===== src/rtl/at_cmd_handler.sv =====
// AT command handler: turns 1..3-byte AT read/write commands into single-byte
// register-file strobes and returns one response per command.
module at_cmd_handler #(
    parameter int unsigned MEM_DEPTH = 157
) (
    input  logic        fsm_clk,
    input  logic        rst,
    input  logic        at_cmd_valid,
    output logic        at_cmd_ready,
    input  logic        at_cmd_write,
    input  logic [7:0]  at_cmd_addr,
    input  logic [1:0]  at_cmd_len,
    input  logic [23:0] at_cmd_wdata,
    output logic        s_read,
    output logic        s_write,
    output logic [7:0]  s_address,
    output logic [7:0]  s_data,
    input  logic [23:0] sb_read,
    output logic        at_rsp_valid,
    input  logic        at_rsp_ready,
    output logic        at_rsp_write,
    output logic [7:0]  at_rsp_addr,
    output logic [1:0]  at_rsp_len,
    output logic [23:0] at_rsp_data,
    output logic        at_rsp_err
);

    typedef enum logic [2:0] {
        StIdle,
        StWrite,
        StRead,
        StRwait,
        StCapt,
        StResp
    } state_e;

    state_e      state_q, state_d;
    logic        armed_q, armed_d;
    logic [1:0]  cnt_q, cnt_d;
    logic        write_q, write_d;
    logic [7:0]  addr_q, addr_d;
    logic [1:0]  len_q, len_d;
    logic [23:0] wdata_q, wdata_d;
    logic [23:0] data_q, data_d;
    logic        err_q, err_d;

    logic        accept;
    logic        cmd_err;
    logic        wr_last;
    logic [8:0]  end_addr;
    logic [7:0]  wr_byte;
    logic [23:0] rd_masked;

    // armed_q holds off at_cmd_ready until the first edge after reset release.
    assign accept   = (state_q == StIdle) && armed_q && at_cmd_valid;
    assign end_addr = {1'b0, at_cmd_addr} + {7'd0, at_cmd_len};
    assign cmd_err  = (at_cmd_len == 2'd0) || ({23'd0, end_addr} > MEM_DEPTH);
    assign wr_last  = (cnt_q == (len_q - 2'd1));

    always_comb begin
        wr_byte = wdata_q[23:16];
        case (cnt_q)
            2'd0:    wr_byte = wdata_q[7:0];
            2'd1:    wr_byte = wdata_q[15:8];
            default: wr_byte = wdata_q[23:16];
        endcase
    end

    always_comb begin
        rd_masked = 24'd0;
        case (len_q)
            2'd1:    rd_masked = {16'd0, sb_read[7:0]};
            2'd2:    rd_masked = {8'd0, sb_read[15:0]};
            2'd3:    rd_masked = sb_read;
            default: rd_masked = 24'd0;
        endcase
    end

    // State register
    always_ff @(posedge fsm_clk or negedge rst) begin
        if (!rst) begin
            state_q <= StIdle;
        end else begin
            state_q <= state_d;
        end
    end

    // Next-state logic
    always_comb begin
        state_d = state_q;
        unique case (state_q)
            StIdle: begin
                if (accept) begin
                    if (cmd_err) begin
                        state_d = StResp;
                    end else if (at_cmd_write) begin
                        state_d = StWrite;
                    end else begin
                        state_d = StRead;
                    end
                end
            end
            StWrite: if (wr_last) state_d = StResp;
            StRead:  state_d = StRwait;
            StRwait: state_d = StCapt;
            StCapt:  state_d = StResp;
            StResp:  if (at_rsp_ready) state_d = StIdle;
            default: state_d = StIdle;
        endcase
    end

    always_ff @(posedge fsm_clk or negedge rst) begin
        if (!rst) begin
            armed_q <= 1'b0;
            cnt_q   <= 2'd0;
            write_q <= 1'b0;
            addr_q  <= 8'd0;
            len_q   <= 2'd0;
            wdata_q <= 24'd0;
            data_q  <= 24'd0;
            err_q   <= 1'b0;
        end else begin
            armed_q <= armed_d;
            cnt_q   <= cnt_d;
            write_q <= write_d;
            addr_q  <= addr_d;
            len_q   <= len_d;
            wdata_q <= wdata_d;
            data_q  <= data_d;
            err_q   <= err_d;
        end
    end

    always_comb begin
        armed_d = 1'b1;
        cnt_d   = cnt_q;
        write_d = write_q;
        addr_d  = addr_q;
        len_d   = len_q;
        wdata_d = wdata_q;
        data_d  = data_q;
        err_d   = err_q;
        unique case (state_q)
            StIdle: begin
                if (accept) begin
                    cnt_d   = 2'd0;
                    write_d = at_cmd_write;
                    addr_d  = at_cmd_addr;
                    len_d   = at_cmd_len;
                    wdata_d = at_cmd_wdata;
                    data_d  = 24'd0;
                    err_d   = cmd_err;
                end
            end
            StWrite: cnt_d = wr_last ? 2'd0 : cnt_q + 2'd1;
            StCapt:  data_d = rd_masked;
            default: ;
        endcase
    end

    // Output logic; everything not driven by the current state stays 0.
    always_comb begin
        at_cmd_ready = 1'b0;
        s_read       = 1'b0;
        s_write      = 1'b0;
        s_address    = 8'd0;
        s_data       = 8'd0;
        at_rsp_valid = 1'b0;
        at_rsp_write = 1'b0;
        at_rsp_addr  = 8'd0;
        at_rsp_len   = 2'd0;
        at_rsp_data  = 24'd0;
        at_rsp_err   = 1'b0;
        unique case (state_q)
            StIdle: at_cmd_ready = armed_q;
            StWrite: begin
                s_write   = 1'b1;
                s_address = addr_q + {6'd0, cnt_q};
                s_data    = wr_byte;
            end
            StRead: begin
                s_read    = 1'b1;
                s_address = addr_q;
            end
            StResp: begin
                at_rsp_valid = 1'b1;
                at_rsp_write = write_q;
                at_rsp_addr  = addr_q;
                at_rsp_len   = len_q;
                at_rsp_data  = data_q;
                at_rsp_err   = err_q;
            end
            default: ;
        endcase
    end

endmodule


===== config.mk =====
export PLATFORM = sky130hd
export DESIGN_NAME = at_cmd_handler
export DESIGN_NICKNAME = d
export VERILOG_FILES = /design/src/rtl/at_cmd_handler.sv
export SDC_FILE = /design/constraint.sdc
export NUM_CORES = 1
export LEC_CHECK = 0
export CORE_AREA = 8 8 94 96
export CTS_CLUSTER_SIZE = 20
export DETAILED_ROUTE_END_ITERATION = 16
export DIE_AREA = 0 0 102 104
export GPL_TIMING_DRIVEN = 0
export MAX_ROUTING_LAYER = met4
export PLACE_DENSITY = 0.89
export RECOVER_POWER = 25
export SETUP_SLACK_MARGIN = 0.02
export SLEW_MARGIN = 20
export SYNTH_ARGS = -nofsm -noshare
export SYNTH_HDL_FRONTEND = slang
export SYNTH_SLANG_ARGS = --single-unit
export TNS_END_PERCENT = 1

===== constraint.sdc =====
create_clock -name fsm_clk -period 2.97 [get_ports fsm_clk]
set_input_delay 0.891 -clock fsm_clk [delete_from_list [all_inputs] [get_ports fsm_clk]]
set_output_delay 0.891 -clock fsm_clk [all_outputs]
set_load 0.05 [all_outputs]

# ---- Word-level counts from Yosys, hierarchy flattened
# Cells that the tools add are included.
dict set report word_totals {
  in_bits 63
  wordCells 63
  ff_bits 66
  out_inout_bits 56
}
dict set report op_classes {
  n_reduce_logical 12
  n_addsub 4
  magnitude_cmp 1
  n_eq_ne 13
  mux 24
}
# op n
set op_table {}
lappend op_table {{$pmux 24 s3} 1}
lappend op_table {{$mux 24} 2}
lappend op_table {{$pmux 24 s2} 1}
lappend op_table {{$pmux 8 s2} 2}
lappend op_table {{$pmux 3 s6} 1}
lappend op_table {{$mux 8} 2}
lappend op_table {{$mux 3} 4}
lappend op_table {{$add 8x2->9} 1}
lappend op_table {{$gt 9x8->1 const B} 1}
lappend op_table {{$add 8x2->8} 1}
lappend op_table {{$mux 2} 4}
lappend op_table {{$eq 3x2->1 const B} 2}
lappend op_table {{$eq 3x3->1 const B} 2}
lappend op_table {{$mux 1} 6}
lappend op_table {{$ne 2x2->1 const B} 3}
lappend op_table {{$reduce_and 2->1} 3}
lappend op_table {{$eq 2x1->1 const B} 2}
lappend op_table {{$eq 2x2->1 const B} 2}
lappend op_table {{$logic_not 2->1} 2}
lappend op_table {{$pmux 2 s2} 1}
lappend op_table {{$reduce_bool 2->1} 2}
lappend op_table {{$eq 3x1->1 const B} 1}
lappend op_table {{$logic_not 3->1} 1}
lappend op_table {{$reduce_and 3->1} 1}
lappend op_table {{other kinds (5)} 6}

# ---- Depth between registers and ports, before layout
# Gate-level depths: netlist of run 1.
dict set report logic_depth {
  depth_word 6
  depth_mapped 8
  ltp_nobuf 8
}

# ---- Worst setup path before layout of run 1
# OpenSTA, ideal clock, no wires.
dict set report synth_path {
  kind {reg-to-output}
  start {register state_q[1]}
  end {output port s_address[7]}
  path_stages_with_launch 7
  arrival_ps 2537
  required_ps 2079
  slack_ps -458
  n_path_buf 2
  path_cell_list {dfrtp_1 -> buf_2 -> or3b_2 -> buf_2 -> clkinv_2 -> nand4_1 -> o21ai_0}
}
dict set report synth_via {
  elab_chain_len 2
  word_cells_on_any_way 3
  cone_classes {eq/ne: 2; mux: 1}
}
# item line_no
set synth_rtl {}
lappend synth_rtl {{start, declared} 37} ;# state_e state_q, state_d;
lappend synth_rtl {{start signal, assigned} 82} ;# state_q <= StIdle;
lappend synth_rtl {{start signal, assigned} 84} ;# state_q <= state_d;
lappend synth_rtl {{$eq 3x2->1 or $eq 3x1->1 (tied branches)} 174} ;# unique case (state_q)
lappend synth_rtl {{$pmux 8 s2 *} 174}
lappend synth_rtl {{end, declared} 16} ;# output logic [7:0] s_address,
# Every way passes the cells marked *; elsewhere a longest branch is shown, timed or not.

# ---- Final worst setup path of run 1
dict set report layout_path {
  start {register cnt_q[1]}
  end {output port s_address[7]}
}
dict set report layout_via {
  elab_chain_len 2
}
# item line_no
set layout_rtl {}
lappend layout_rtl {{start, declared} 39} ;# logic [1:0] cnt_q, cnt_d;
lappend layout_rtl {{start signal, assigned} 124} ;# cnt_q <= cnt_d;
lappend layout_rtl {{$add 8x2->8} 178} ;# s_address = addr_q + {6'd0, cnt_q};
lappend layout_rtl {{$pmux 8 s2} 174}
# No other way between the ends.

==> results of run 1 <==
-- worst paths after layout --
check	endpoint	slack (ps)	cells past startpoint
max	s_address[7]	40	7
min	data_q[4]	500	1
max reg2reg	state_q[2]	1040	6
min reg2reg	data_q[4]	500	1
max in group asynchronous	cnt_q[1]	1180	2
min in group asynchronous	data_q[4]	890	1
-- cells in the final DEF, fill, tap and decap left out, types with 4 or more instances in the layout --
master | Yosys | routed
o21ai_1 | 1 | 6
buf_6 | 4 | 10
buf_2 | 6 | 35
inv_1 | 12 | 11
clkdlybuf4s50_1 | 0 | 61
clkbuf_8 | 0 | 11
a21oi_2 | 0 | 4
and2_1 | 37 | 37
ha_1 | 10 | 9
buf_4 | 0 | 11
dfrtp_1 | 66 | 63
nand2_1 | 22 | 22
a21oi_1 | 14 | 10
o21ai_0 | 17 | 11
clkbuf_2 | 0 | 6
dlygate4sd2_1 | 0 | 6
nor2_1 | 9 | 8
nor3_1 | 4 | 4
mux2_2 | 32 | 32
a22oi_1 | 8 | 8
a22o_1 | 26 | 26
-- sequential cells by signal (all words and copies together), names as in the netlist --
name and count:
data_q 24, addr_q 8, len_q 2, cnt_q 2, state_q 3, armed_q 1, wdata_q 24, write_q 1
err_q 1
-- routing by layer --
| layer | track usage | vias up | wire length (microns) |
|---|---|---|---|
| met5 | - | - | 0 |
| met2 | 0.314 | 100 | 4950 |
| li1 | - | 1388 | - |
| met1 | 0.214 | 1455 | 4250 |
| met4 | 0.0766 | 0 | 174 |
| met3 | 0.0288 | 13 | 451 |
-- area by class of cell --
cell class,count,area share
well taps,102,0.0260
clock buffers,12,0.0316
inverters,13,0.0110
multi-input cells,222,0.349
plain buffers,18,0.0263
flip-flops and latches,66,0.338
clock inverters,4,0.0151
repair buffers,119,0.204
-- power groups by stage --
stage	sequential (mW)	clock [mW]	combinational, mW
2_1_floorplan	1.52	0	2.12
3_3_place_gp	1.57	0	2.93
3_5_place_dp	1.60	0	3.00
4_1_cts	1.59	0.873	2.99
5_1_grt	1.66	0.911	3.20
6_report	1.61	0.859	2.99
-- worst max-delay path, delay by kind of cell, from the launching register on --
kind	cells	cell delay, ps
AO/OA/AOI/OAI	4	530
AND/OR/NAND/NOR	1	250
adder cells (fa/ha/maj)	1	260
buffers and inverters	1	180
flip-flops	1	480
-- per-stage QoR --
step | TNS (ps) | utilization
final | 0 | 0.658
after global routing | -61.7 | 0.658
after CTS | -57.7 | 0.677
after detailed placement | -18400 | 0.643
after global placement | -92000 | 0.640
after floorplan | -498 | -
-- kinds of logic (layout without fill, tap and decap cells) --
| group | count (synthesis) | in the layout | share of synthesized area |
|---|---|---|---|
| adder cells (fa/ha/maj) | 12 | 12 | 0.0477 |
| multiplexers | 33 | 33 | 0.107 |
| flip-flops | 66 | 66 | 0.477 |
| AND/OR/NAND/NOR | 96 | 96 | 0.158 |
| AO/OA/AOI/OAI | 76 | 76 | 0.153 |
| XOR/XNOR | 4 | 4 | 0.0101 |
| other | 1 | 1 | 0.00108 |
| buffers and inverters | 32 | 166 | 0.0459 |
-- timing repair --
item / in CTS / in global routing
setup endpoints to repair: 58 / 46
pin swaps: 1 / 2
gates resized for setup: 224 / 72
hold buffers: 0 / 0
==> impl_results.md, run 1 <==
- Outcome: finished clean
- Slew Limit Headroom: 0.0123
- WL per Instance: 17.7 microns
- Tcrit/Tclk final: 0.988
- Router iterations before antenna repair: 4
- Post-synth ARST share: 1.00
- Total global-route track usage: 0.187
- Die X: 102 microns
- Most common cell in the netlist: dfrtp_1
- Buffers on Ports: 118
- Worst path slowest cell: dfrtp_2
- I/O pins: 119
- HPWL after DPL: 7210 microns
- Post-placement cell count: 541
- Final WL: 9830 microns
- Mapped cell area: 3460 sq um
- Final Max Tran Viols: 0
- Hold WS: 504 ps
- Peak supply drop: 0.666 mV
- Switching share of power: 0.459
- Clk root buf: clkbuf_8
- FF/Latch Area: 1660 sq um
- Number of antenna violations at the first check in global routing: 0
- CP peak stage delay: 480 ps
- Initial Util: 0.465
- Pwr dens: 1110 nW/um^2
- Post-synth EDFFs: 0
- Hold_sp: data_q[4]
- Internal power: 2.95 mW
- Setup Skew: 5.79 ps
- Flops & latches, synth: 66
- Comb power frac: 0.548
- Crit path from: cnt_q[1]
- Placed cell area: 4790 sq um
- Worst Setup End Kind: output pin
- H-tree level count: 3
- # setup viols final: 0
- Largest net degree at the start of global routing: 42
- # clock sinks: 66
- Routed vias/inst: 5.32
- Mean Syn Cell Area: 10.8 sq um
- Routability cong.: 0.817
- Worst hold-check path type: reg -> reg
- Unique masters post-synth: 47
- Critical path class: reg -> out
- CTS max path bufs: 2
- Fillers: 614
- Post-route cell area: 4900 sq um
- Setup repair after global routing missed its margin: yes
- Hold Vio Cnt, Final: 0
- Clk_lat worst skew: 340 ps
- Worst EP arrival: 2040 ps
- CP max FO: 5
- First-pass GRT wire length: 15,300 microns
- Post-route ant nets: 0
- Startpoint Class: flip-flop
- Iter 0 DRT Violations: 92
- Via count: 2,956
- R2r startpoint: len_q[0]
- Top cell type's share of synthesized area: 0.477
- Cells after Synth: 320
- Seq/Total Area, Yosys: 0.477
- ANT cells: 0
- Finished Layout Cells: 556
- Die Height: 104 microns
- Final nets: 524
- Area occupied by multi-input gates: 1710 sq um
- CTS tree: done
- Most frequent cells after synthesis: dfrtp_1 (66), and2_1 (37), mux2_2 (32)
- Total Power: 5.46 mW
- Slew of the pin with the lowest slew margin: 1480 ps
- Fraction of layout cells with a size suffix above 1: 0.295
- Place WS: -556 ps
- Worst EP required: 2080 ps
- Clock share of power: 0.157
- DR DRC count: 0
- Clock slew at reported path FFs: 70 ps
- Gr ovfl total: 0
- Leak pwr: 2.31 nW
- Leading area contributor after synthesis: dfrtp_1
- Placeable Area: 7450 sq um
- Number of global-route vias before repair: 3,112
- Total CTS buffers: 9
- CP cell instances: ha_4 > a21oi_2 > and4b_1 > a31oi_1 > o21ai_0 > o21ai_1 > buf_6
- Die area: 10,600 sq um
- Max-cap violations: 0
- Std cell rows: 32
- Postcts setup bufs: 0
- Worst setup margin: 37.1 ps
- Post-layout minimum cycle time: 2930 ps
- Synth area leaders: dfrtp_1 (48%), mux2_2 (10%), and2_1 (6.7%)
- Syn-to-layout area delta: 41.6%
- Yosys warns: 0
- Flop pwr share: 0.295
- Fmax: 341 MHz
- Synthesized net count: 395
- Most used DFF post-synth: dfrtp_1
- Net Sw Power: 2.51 mW
No activity file was read; power rests on OpenSTA's default activity.
==> run 2: changes to the inputs <==
--- a/config.mk
+++ b/config.mk
@@ -5,13 +5,14 @@
 export SDC_FILE = /design/constraint.sdc
 export NUM_CORES = 1
 export LEC_CHECK = 0
-export CORE_AREA = 8 8 94 96
+export CORE_AREA = 8 8 82 84
 export CTS_CLUSTER_SIZE = 20
 export DETAILED_ROUTE_END_ITERATION = 16
-export DIE_AREA = 0 0 102 104
+export DIE_AREA = 0 0 90 92
+export DONT_BUFFER_PORTS = 1
 export GPL_TIMING_DRIVEN = 0
 export MAX_ROUTING_LAYER = met4
-export PLACE_DENSITY = 0.89
+export PLACE_DENSITY = 0.86
 export RECOVER_POWER = 25
 export SETUP_SLACK_MARGIN = 0.02
 export SLEW_MARGIN = 20
==> run 2 against run 1 <==
Net effect:
- the flow now finishes with violations (setup timing)
- via count fell by 13%
- power fell by 0.66%
- register-to-register slack worse by 140 ps
- first-iteration DRC count up 51%
- sequential cell count is the same
- routed wire length is 9.6% lower
- clock skew up 2.1 ps
- largest cell class unchanged
==> impl_results.md, run 2 (synthesis gave the netlist of run 1 again) <==
- Clock slew at reported path FFs: 80 ps (was 70 ps)
- DR DRC count: 0 (unchanged)
- Initial Util: 0.640 (was 0.465)
- Pwr dens: 1310 nW/um^2 (was 1110 nW/um^2)
- Die Height: 92 microns (was 104 microns)
- Number of global-route vias before repair: 2,648 (was 3,112)
- Outcome: finished, violations left (was finished clean)
- Worst path slowest cell: nor3b_4 (was dfrtp_2)
- Place WS: -443 ps (was -556 ps)
- Via count: 2,576 (was 2,956)
- I/O pins: 119 (unchanged)
- Max-cap violations: 0 (unchanged)
- Total Power: 5.42 mW (was 5.46 mW)
- Total CTS buffers: 9 (unchanged)
- Fmax: 331 MHz (was 341 MHz)
- Number of antenna violations at the first check in global routing: 0 (unchanged)
- Worst EP arrival: 2130 ps (was 2040 ps)
- Met2 Resource Use GR: 0.331 (was 0.314)
- Largest net degree at the start of global routing: 67 (was 42)
- CTS tree: done (unchanged)
- WL per Instance: 21.3 microns (was 17.7 microns)
- Finished Layout Cells: 417 (was 556)
- Post-placement cell count: 392 (was 541)
- Tcrit/Tclk final: 1.02 (was 0.988)
- Buffers on Ports: 0 (was 118)
- Critical path class: reg -> out (unchanged)
- Worst hold-check path type: in -> async (was reg -> reg)
- Slew of the pin with the lowest slew margin: 933 ps (was 1480 ps)
- Fraction of layout cells with a size suffix above 1: 0.388 (was 0.295)
- Met1 GRT Util: 0.260 (was 0.214)
- Commonest cells after routing, fill and taps aside: dfrtp_1 (64), mux2_2 (32), and2_2 (29) (was dfrtp_1 (63), clkdlybuf4s50_1 (61), and2_1 (37))
- CTS max path bufs: 2 (unchanged)
- Std cell rows: 27 (was 32)
- Setup Skew: 7.84 ps (was 5.79 ps)
- Clk_lat worst skew: 330 ps (was 340 ps)
- Post-route cell area: 4140 sq um (was 4900 sq um)
- ANT cells: 0 (unchanged)
- Syn-to-layout area delta: 19.5% (was 41.6%)
- Clk root buf: clkbuf_8 (unchanged)
- Die X: 90 microns (was 102 microns)
- Worst setup margin: -47.6 ps (was 37.1 ps)
- Iter 0 DRT Violations: 139 (was 92)
- Peak supply drop: 0.730 mV (was 0.666 mV)
- Hold Buf Count CTS: 0 (unchanged)
- Final WL: 8890 microns (was 9830 microns)
- Worst Path Buf+Inv: 2 (was 1)
- Router iterations before antenna repair: 4 (unchanged)
- Routed vias/inst: 6.18 (was 5.32)
- Total global-route track usage: 0.217 (was 0.187)
- Failing checks: setup timing
- Post-route ant nets: 0 (unchanged)
- Worst EP required: 2080 ps (about the same)
- CP max FO: 7 (was 5)
- Setup repair after global routing missed its margin: yes (unchanged)
- CP peak stage delay: 710 ps (was 480 ps)
- Placeable Area: 5410 sq um (was 7450 sq um)
- Worst Setup End Kind: output pin (unchanged)
- HPWL after DPL: 5970 microns (was 7210 microns)
- Placed cell area: 3550 sq um (was 4790 sq um)
- Final nets: 415 (was 524)
- Delay-heaviest family, CP: simple AND/OR/NAND/NOR gates (was compound AO/OA/AOI/OAI gates)
- Final Max Tran Viols: 0 (unchanged)
- Routability cong.: 0.793 (was 0.817)
- Largest regs: data_q x24, wdata_q x24, addr_q x8 (unchanged)
- First-pass GRT wire length: 14,000 microns (was 15,300 microns)
- Leak pwr: 1.83 nW (was 2.31 nW)
- M3 GR Usage: 0.0717 (was 0.0288)
- # setup viols final: 3 (was 0)
- Slew Limit Headroom: 0.373 (was 0.0123)
- Startpoint Class: flip-flop (unchanged)
- Most common cell after layout, fill and taps aside: dfrtp_1 (unchanged)
- H-tree level count: 3 (unchanged)
- # clock sinks: 66 (unchanged)
- GR peak layer: met2 (unchanged)
- CP cell instances: buf_6 > nor3b_4 > inv_2 > o21ai_1 > nand2_1 > o21ai_4 (was ha_4 > a21oi_2 > and4b_1 > a31oi_1 > o21ai_0 > o21ai_1 > buf_6)
- Hold Vio Cnt, Final: 0 (unchanged)
- Gr ovfl total: 0 (unchanged)
- Die area: 8280 sq um (was 10,600 sq um)
- Post-layout minimum cycle time: 3020 ps (was 2930 ps)
[run 2: cell count changes in the layout (fill, tap and decap cells not counted), sizes merged]
| cell | change |
|---|---|
| clkdlybuf4s50 | -61 |
| clkbuf | -9 |
| clkdlybuf4s15 | -1 |
| inv | +1 |
| clkinvlp | +2 |
| dlygate4sd2 | -6 |
| buf | -35 |
[run 2: final cells by class]
cell class / count / area [sq um]
buffer: 16 / 138
clock buffer: 10 / 138
clock inverter: 6 / 88.8
fill: 341 / 1270
inverter: 13 / 61.3
multi-input combinational: 222 / 1870
sequential: 66 / 1650
tap: 72 / 90.1
timing repair buffer: 11 / 82.6
timing repair inverter: 1 / 8.76
[run 2: metal layers]
layer / share of wire / routed length [microns]
met1: 0.41 / 3660
met3: 0.080 / 713
met4: 0.014 / 127
met5: 0 / 0
met2: 0.49 / 4390
[run 2: worst paths after layout]
kind	depth (start not counted)	from	endpoint	slack [ps]
max	6	state_q[2]	s_address[5]	-50
min	0	rst	state_q[1]	250
max reg2reg	9	state_q[0]	data_q[8]	900
min reg2reg	1	data_q[2]	data_q[2]	500
max in group asynchronous	0	rst	addr_q[1]	2600
min in group fsm_clk	1	data_q[2]	data_q[2]	500
[run 2: power breakdown]
group          internal (mW)  switching [mW]
clock network          0.497           0.353
logic                   1.01            1.94
registers               1.31           0.313
total                   2.82            2.61
[run 2: per-stage QoR]
stage          utilization  hold slack (ps)  TNS, ps
5_1_grt              0.765              225     -705
2_1_floorplan            -              464     -498
4_1_cts              0.747              230     -108
3_5_place_dp         0.657              484    -8580
3_3_place_gp         0.657              479    -7630
6_report             0.765              249    -58.2
[run 2: timing repair]
item | 4_1_cts | 5_1_grt
gates cloned | 1 | 0
endpoints found under the setup margin | 46 | 42
gates resized for setup | 82 | 12
pin swaps | 12 | 4
setup buffers | 2 | 9
endpoints found under the hold margin | 0 | 0
==> run 3: changes to the inputs <==
--- a/config.mk
+++ b/config.mk
@@ -10,7 +10,6 @@
 export DETAILED_ROUTE_END_ITERATION = 16
 export DIE_AREA = 0 0 90 92
 export DONT_BUFFER_PORTS = 1
-export GPL_TIMING_DRIVEN = 0
 export MAX_ROUTING_LAYER = met4
 export PLACE_DENSITY = 0.86
 export RECOVER_POWER = 25
==> run 3 against run 2 <==
Net effect:
- the run still ends with setup timing left
- count of clock-buffer cells in the layout rose by 1
- power up 9.1%
- routed wire length grew 13%
- design area is 15% higher
- register-to-register slack worse by 250 ps
- die area unchanged
- combinational power is 16% higher
- core utilization is 12 points higher
- hold slack worse by 11 ps
==> impl_results.md, run 3 (synthesis gave the netlist of run 1 again) <==
- Final WL: 10,100 microns (was 8890 microns)
- Critical path class: reg -> out (unchanged)
- Via count: 2,841 (was 2,576)
- Worst path slowest cell: dfrtp_2 (was nor3b_4)
- Peak supply drop: 0.875 mV (was 0.730 mV)
- Clk_lat worst skew: 340 ps (was 330 ps)
- HPWL after DPL: 6820 microns (was 5970 microns)
- CP peak stage delay: 460 ps (was 710 ps)
- # clock sinks: 66 (unchanged)
- Std cell rows: 27 (unchanged)
- Worst EP arrival: 2140 ps (was 2130 ps)
- CTS tree: done (unchanged)
- Outcome: finished, violations left (unchanged)
- Largest net degree at the start of global routing: 67 (unchanged)
- Hold Vio Cnt, Final: 0 (unchanged)
- Final nets: 454 (was 415)
- Worst EP required: 2080 ps (about the same)
- CP cell instances: ha_4 > a21oi_4 > and4b_2 > buf_4 > o21ai_1 > nand2_1 > o21ai_2 > buf_12 (was buf_6 > nor3b_4 > inv_2 > o21ai_1 > nand2_1 > o21ai_4)
- Syn-to-layout area delta: 37.7% (was 19.5%)
- Post-route ant nets: 0 (unchanged)
- Routability cong.: 0.780 (was 0.793)
- I/O pins: 119 (unchanged)
- Internal power: 3.30 mW (was 2.82 mW)
- Slew Limit Headroom: 0.342 (was 0.373)
- Slew of the pin with the lowest slew margin: 979 ps (was 933 ps)
- Net Sw Power: 2.62 mW (was 2.61 mW)
- Gr ovfl total: 0 (unchanged)
- Number of antenna violations at the first check in global routing: 0 (unchanged)
- Die Height: 92 microns (unchanged)
- Clock slew at reported path FFs: 80 ps (about the same)
- Total CTS buffers: 9 (unchanged)
- Clk root buf: clkbuf_8 (unchanged)
- Failing checks: setup timing (unchanged)
- CP max FO: 5 (was 7)
- Most common cell after layout, fill and taps aside: dfrtp_1 (unchanged)
- Buffers on Ports: 0 (unchanged)
- Die X: 90 microns (unchanged)
- Worst hold-check path type: in -> async (unchanged)
- Total global-route track usage: 0.239 (was 0.217)
- Place WS: 272 ps (was -443 ps)
- Leak pwr: 2.14 nW (was 1.83 nW)
- Worst reg2reg path depth: 6 (was 9)
- Commonest cells after routing, fill and taps aside: dfrtp_1 (63), buf_12 (42), and2_1 (37) (was dfrtp_1 (64), mux2_2 (32), and2_2 (29))
- First-pass GRT wire length: 15,500 microns (was 14,000 microns)
- Pwr dens: 1240 nW/um^2 (was 1310 nW/um^2)
- Setup Skew: 11.6 ps (was 7.84 ps)
- H-tree level count: 3 (unchanged)
- Startpoint Class: flip-flop (unchanged)
- Switching share of power: 0.443 (was 0.480)
- Die area: 8280 sq um (unchanged)
- Total Power: 5.92 mW (was 5.42 mW)
- Flop pwr share: 0.276 (was 0.299)
- Worst Setup End Kind: output pin (unchanged)
- # setup viols final: 1 (was 3)
- CTS max path bufs: 2 (unchanged)
- Worst setup margin: -62.4 ps (was -47.6 ps)
- Final core utilization: 0.882 (was 0.765)
- Number of global-route vias before repair: 2,963 (was 2,648)
- WL per Instance: 22.2 microns (was 21.3 microns)
- ANT cells: 0 (unchanged)
- Final Max Tran Viols: 0 (unchanged)
- Max-cap violations: 0 (unchanged)
- Iter 0 DRT Violations: 198 (was 139)
- DR DRC count: 0 (unchanged)
- Router iterations before antenna repair: 4 (unchanged)
- Comb power frac: 0.578 (was 0.545)
- Post-layout minimum cycle time: 3030 ps (was 3020 ps)
- Placeable Area: 5410 sq um (unchanged)
- Initial Util: 0.640 (unchanged)
- Hold Buf Count CTS: 0 (unchanged)
- Clock share of power: 0.146 (was 0.157)
- Fillers: 237 (was 341)
- Fraction of layout cells with a size suffix above 1: 0.350 (was 0.388)
- Setup repair after global routing missed its margin: yes (unchanged)
- Routed vias/inst: 6.24 (was 6.18)
- Largest regs: data_q x24, wdata_q x24, addr_q x8 (unchanged)
- Tcrit/Tclk final: 1.02 (about the same)
- Fmax: 330 MHz (was 331 MHz)
run 3: cell types whose count changed in the layout (fill, tap and decap cells not counted), moves of 3 or more:
cell / delta
buf_12: +42
and2_1: +29
and2_2: -29
buf_4: +13
a21oi_1: +8
a21oi_4: -7
buf_6: -6
o21ai_4: -5
buf_2: -3
clkbuf_1: -3
ha_1: -3
o21ai_1: +3
run 3: worst paths after layout:
| check | start | endpoint | slack [ps] |
|---|---|---|---|
| max in group asynchronous | rst | cnt_q[0] | 2610 |
| min in group fsm_clk | data_q[5] | data_q[5] | 500 |
| hold reg to reg | data_q[5] | data_q[5] | 500 |
| setup / recovery | cnt_q[1] | s_address[5] | -60 |
| hold / removal | rst | addr_q[4] | 240 |
| setup reg to reg | state_q[1] | data_q[14] | 650 |
run 3: critical path, delay by kind of cell, from the launching register on:
family | cells | cell delay [ps]
buffers and inverters | 2 | 310
flip-flops | 1 | 460
AND/OR/NAND/NOR | 2 | 360
AO/OA/AOI/OAI | 3 | 400
adder cells (fa/ha/maj) | 1 | 260
run 3: through the flow:
step	instance area, sq um	hold WS, ps	cells	TNS, ps
finish	4770	237	455	-62.4
global route	4770	213	455	-355
CTS	4690	226	449	0
detailed placement	4430	483	434	0
global placement	4430	481	434	0
floorplan	3460	464	320	-498
run 3: repair_timing:
action                     4_1_cts  5_1_grt
setup buffers                    0        6
setup endpoints to repair        5       13
gates resized for setup          9       11
pin swaps                        0        3
run 3: metal layers:
layer,global-route usage,share of wire,vias to the layer above
met2,0.389,0.51,167
met5,-,0,-
met4,0.0832,0.025,0
li1,-,-,1243
met3,0.0676,0.067,29
met1,0.280,0.40,1402
run 3: final cells by class:
class	instances	area (sq um)	area share
multi-input cells	222	1710	0.359
repair buffers	67	1030	0.217
clock buffers	11	151	0.0318
inverters	13	50.0	0.0105
flip-flops and latches	66	1660	0.347
clock inverters	4	73.8	0.0155
well taps	72	90.1	0.0189
run 3: power by group through the flow:
| stage | registers [mW] | clock network (mW) | logic (mW) |
|---|---|---|---|
| finish | 1.63 | 0.863 | 3.42 |
| global route | 1.68 | 0.915 | 3.60 |
| CTS | 1.61 | 0.866 | 3.30 |
| detailed placement | 1.61 | 0 | 3.23 |
| global placement | 1.56 | 0 | 3.13 |
| floorplan | 1.52 | 0 | 2.12 |
